File: src/rtl/effect_compressor.sv
// effect_compressor: peak-envelope limiter scaling each sample by threshold/envelope
module effect_compressor #(
    parameter int ATTACK_SHIFT  = 2,
    parameter int RELEASE_SHIFT = 8
) (
    input  logic               i_clk,
    input  logic               i_rst,
    input  logic               i_valid,
    input  logic               i_enable,
    input  logic [2:0]         i_level,
    input  logic signed [15:0] i_data,
    output logic signed [15:0] o_data,
    output logic               o_valid,
    output logic               o_ready
);
    typedef enum logic [1:0] {IDLE, DIV, MUL, OUT} state_t;
    state_t             state_q, state_d;
    logic [15:0]        env_q, env_d, q_q, q_d;
    logic signed [15:0] x_q, x_d, y_q, y_d, data_q, data_d;
    logic [31:0]        rem_q, rem_d, dsh_q, dsh_d;
    logic [3:0]         cnt_q, cnt_d;
    logic               valid_q, valid_d;
    logic [15:0]        thr, abs_x, env_next;
    logic signed [31:0] prod;
    logic               fits;
    assign thr      = (i_level == 3'd0) ? 16'd32767 : 16'h8000 >> i_level;
    assign abs_x    = (i_data == -16'sd32768) ? 16'd32767 : (i_data[15] ? 16'(-i_data) : 16'(i_data));
    assign env_next = (abs_x > env_q) ? env_q + ((abs_x - env_q) >> ATTACK_SHIFT)
                                      : env_q - ((env_q - abs_x) >> RELEASE_SHIFT);
    assign prod     = x_q * $signed(q_q);
    assign fits     = rem_q >= dsh_q;
    assign o_data   = data_q;
    assign o_valid  = valid_q;
    assign o_ready  = (state_q == IDLE);
    always_comb begin
        state_d = state_q;
        env_d   = env_q;
        x_d     = x_q;
        y_d     = y_q;
        rem_d   = rem_q;
        dsh_d   = dsh_q;
        q_d     = q_q;
        cnt_d   = cnt_q;
        data_d  = data_q;
        valid_d = 1'b0;
        case (state_q)
            IDLE: if (i_valid) begin
                env_d   = env_next;
                x_d     = i_data;
                y_d     = i_data;
                rem_d   = {1'b0, thr, 15'd0};
                dsh_d   = {1'b0, env_next, 15'd0};
                q_d     = 16'd0;
                cnt_d   = 4'd0;
                state_d = (!i_enable || env_next <= thr) ? OUT : DIV;
            end
            // restoring division: compare against the divisor shifted down one place per cycle
            DIV: begin
                rem_d   = fits ? rem_q - dsh_q : rem_q;
                q_d     = {q_q[14:0], fits};
                dsh_d   = dsh_q >> 1;
                cnt_d   = cnt_q + 4'd1;
                state_d = (cnt_q == 4'd15) ? MUL : DIV;
            end
            MUL: begin
                y_d     = 16'(prod >>> 15);
                state_d = OUT;
            end
            OUT: begin
                data_d  = y_q;
                valid_d = 1'b1;
                state_d = IDLE;
            end
            default: state_d = IDLE;
        endcase
    end
    always_ff @(posedge i_clk) begin
        if (i_rst) begin
            state_q <= IDLE;
            env_q   <= '0;
            x_q     <= '0;
            y_q     <= '0;
            rem_q   <= '0;
            dsh_q   <= '0;
            q_q     <= '0;
            cnt_q   <= '0;
            data_q  <= '0;
            valid_q <= 1'b0;
        end else begin
            state_q <= state_d;
            env_q   <= env_d;
            x_q     <= x_d;
            y_q     <= y_d;
            rem_q   <= rem_d;
            dsh_q   <= dsh_d;
            q_q     <= q_d;
            cnt_q   <= cnt_d;
            data_q  <= data_d;
            valid_q <= valid_d;
        end
    end
endmodule
File: config.mk
export PLATFORM = sky130hd
export DESIGN_NAME = effect_compressor
export DESIGN_NICKNAME = d
export VERILOG_FILES = /design/src/rtl/effect_compressor.sv
export SDC_FILE = /design/constraint.sdc
export NUM_CORES = 1
export LEC_CHECK = 0
export CORE_MARGIN = 2
export CORE_UTILIZATION = 45
export CTS_BUF_LIST = sky130_fd_sc_hd__clkbuf_4 sky130_fd_sc_hd__clkbuf_8
export DETAILED_ROUTE_END_ITERATION = 7
export PLACE_DENSITY_LB_ADDON = 0.08
export SLEW_MARGIN = 20
export SYNTH_ARGS = -nofsm -noshare
export SYNTH_HDL_FRONTEND = slang
export SYNTH_SLANG_ARGS = --single-unit
export TNS_END_PERCENT = 30
File: constraint.sdc
create_clock -name i_clk -period 21.9 [get_ports i_clk]
set_input_delay 3.285 -clock i_clk [delete_from_list [all_inputs] [get_ports i_clk]]
set_output_delay 3.285 -clock i_clk [all_outputs]
set_load 0.05 [all_outputs]
==> reports/metrics.yaml <==
outcome: "complete, no violations"
cts_tree: "built"
fin_crit_ns: 11.53
fin_nets: 2835
wl_per_cell_microns: 18.2
hold_violations: 0
worst_slew_margin_rel_pct: 32.1
power.leakage_uw: 0.00861
rr_worst_depth: 20
gp_congestion: 0.907
synth_cell_types: 74
r2r_start: "x_q[10]$_SDFFE_PP0P_"
ant_nets: 0
worstSetupStartpointType: "primary input"
reg2reg_slack_ns: 14.33
dp_hpwl_microns: 42700
worstPathMaxFanout: 12
ys_async_sr_fraction_pct: 0
cts_resized: 0
avgSynthCellArea_sq_um: 8.11
cts_hold_buf: 0
drive_gt1_share_pct: 3.01
period_share_pct: 52.6
coreArea_sq_um: 43200
synth-seq-area-share_pct: 15.2
initial_core_util_pct: 45.6
required_ns: 22.28
grt_overflow: 0
syn_inst: 2429
insertion_delay_ns: 0.50
clk_path_buf_depth: 2
fin_util_pct: 48.4
root_buffer: "clkbuf_8"
via_per_inst: 5.48
n_antenna_cell: 0
ys_warn_count: 0
finalWirelength_microns: 54300
cp-end-kind: "register"
boundaryPins: 41
cap_violations: 0
cpPeakStageDelay_ns: 0.67
fin_total_pwr_uw: 2080
vdd_drop_max_v: 0.000140
drv_slew: 0
antenna_found_initial: 0
grt_pass1_vias: 16397
pre_cts_ws_ns: 9.94
via_count: 16330
crit_slowest_cell: "o31ai_1"
port_buffers: 40
rows: 76
dr.pass1.iters: 7
post-cts-setup-buffers: 0
rr_endpoint: "y_q[15]$_SDFFE_PP0P_"
drt_iter0_markers: 892
area_growth_pct: 5.98
skew_ns: 0.0201
dieArea_sq_um: 45500
cellPowerDensity_nw_per_um2: 99.7
grt_max_degree: 90
synth_area_sq_um: 19700
hold_class: "register to register"
numCtsBuffers: 17
grt_pass1_wl_microns: 87700
track_usage_pct: 24.8
rsz0062_at_grt: "no"
synth_edf_count: 0
endpoint: "state_q[1]$_SDFFE_PP0P_"
arrival_ns: 11.91
clkTransAtPathRegs_ns: 0.11
path_class: "primary input to register"
htreeDepth: 4
fin_tns_setup_ns: 0
synthFlopType: "dfxtp_1"
crit_path_start: "i_data[0]"
fmax_ghz: 0.0867
clock_sinks: 150
setup_violations: 0
syn_nets: 2883
fp.dieH_microns: 213
tightest_slew_ns: 1.02
die_x_microns: 213
worst_slack_ns: 10.37
route.detailed.drc: 0
ys_ff_latch: 150
-- area by class of cell --
type | instances | area, sq um
fillers | 4352 | 22300
multi-input cells | 1800 | 14900
flip-flops and latches | 150 | 3000
inverters | 362 | 1360
well taps | 585 | 732
repair buffers | 50 | 473
clock buffers | 17 | 234
clock inverters | 15 | 161
-- metal layers --
layer | share of wire (%) | track usage, %
met4 | 1.8 | 6.32
met5 | 0 | 0
met3 | 3.8 | 2.84
met1 | 45 | 32.5
met2 | 50 | 43.4
-- through the flow --
step | instance area [sq um] | std cells | hold slack [ns]
detailed placement | 20500 | 2947 | 0.445
finish | 20900 | 2979 | 0.447
global placement | 20500 | 2947 | 0.438
global route | 20900 | 2979 | 0.484
floorplan | 19700 | 2429 | 0.431
CTS | 20900 | 2979 | 0.457
-- worst min path at each step --
stage | from | end | slack, ns | depth (start not counted)
2_1_floorplan | y_q[10]$_SDFFE_PP0P_ | o_data[10]$_SDFFE_PP0P_ | 0.43 | 2
3_5_place_dp | y_q[8]$_SDFFE_PP0P_ | o_data[8]$_SDFFE_PP0P_ | 0.45 | 2
6_report | y_q[10]$_SDFFE_PP0P_ | o_data[10]$_SDFFE_PP0P_ | 0.45 | 2
3_3_place_gp | y_q[2]$_SDFFE_PP0P_ | o_data[2]$_SDFFE_PP0P_ | 0.44 | 2
5_1_grt | y_q[8]$_SDFFE_PP0P_ | o_data[8]$_SDFFE_PP0P_ | 0.48 | 2
4_1_cts | y_q[11]$_SDFFE_PP0P_ | o_data[11]$_SDFFE_PP0P_ | 0.46 | 2
-- cell families (layout without fill, tap and decap cells) --
logic type	count (synthesis)	after routing	share of synthesized area (%)
buf+inv	479	444	9.19
compound gates	449	449	14.4
simple gates	830	830	19.9
flops	150	150	15.2
fa+ha+maj	431	431	37.2
mux	6	6	0.311
xor+xnor	84	84	3.80
-- state kept, by name (all words and copies together) (netlist names) --
name / count
q_q: 16
y_q: 16
o_data: 16
x_q: 16
env_q: 16
cnt_q: 4
dsh_q: 31
state_q: 2
o_valid: 1
rem_q: 32
-- critical path: cells and delay by family --
family                     cells  cell delay [ns]
and+or+nand+nor               15             3.02
buffers and inverters          3             0.66
xor gates and xnor gates       1             0.11
adders and majority gates      4             1.08
AOI/OAI and AO/OA             13             3.73
-- placed cells by master, fill, tap and decap left out, types with 30 or more instances in the layout --
cell / synthesis / routed
nand3_1: 76 / 76
dfxtp_1: 150 / 150
and2_1: 101 / 100
ha_1: 174 / 174
nor2_1: 91 / 91
fa_1: 257 / 257
nand2_1: 380 / 379
inv_1: 360 / 360
nand2b_1: 32 / 31
a21o_1: 30 / 30
xnor2_1: 53 / 53
o21ai_0: 61 / 61
a21oi_1: 186 / 185
xor2_1: 30 / 30
nor3_1: 45 / 45
clkdlybuf4s50_1: 0 / 39
-- Yosys cell counts, types with 7 or more instances --
library cell  count  share of area (%)
nand2_1         380                7.2
inv_1           360                6.9
fa_1            257                 26
a21oi_1         186                4.7
ha_1            174                 11
dfxtp_1         150                 15
and2_1          101                3.2
clkbuf_1         93                1.8
nor2_1           91                1.7
nand3_1          76                1.9
o21ai_0          61                1.5
xnor2_1          53                2.4
nor3_1           45                1.1
nand2b_1         32                1.0
a21o_1           30                1.1
xor2_1           30                1.3
o31ai_1          25               0.95
nand4_1          19               0.60
a211oi_1         17               0.65
a22oi_1          16               0.61
nor2b_1          16               0.51
o21a_1           16               0.61
or3_1            15               0.48
buf_1            14               0.27
a31oi_1          11               0.35
or2_2            11               0.35
a311oi_1         10               0.44
buf_2            10               0.25
nor4_1            9               0.29
and3_1            8               0.25
o211ai_1          8               0.30
o22ai_1           7               0.22
or4_1             7               0.27
-- report_power, final --
part	switching (uW)	total, uW	leakage (uW)	internal (uW)
clock	135	230	0.000191	94.4
combinational	888	1450	0.00720	563
sequential	74.2	401	0.00122	326
total	1100	2080	0.00861	984
Note: power is estimated with default switching activity, not from simulation.
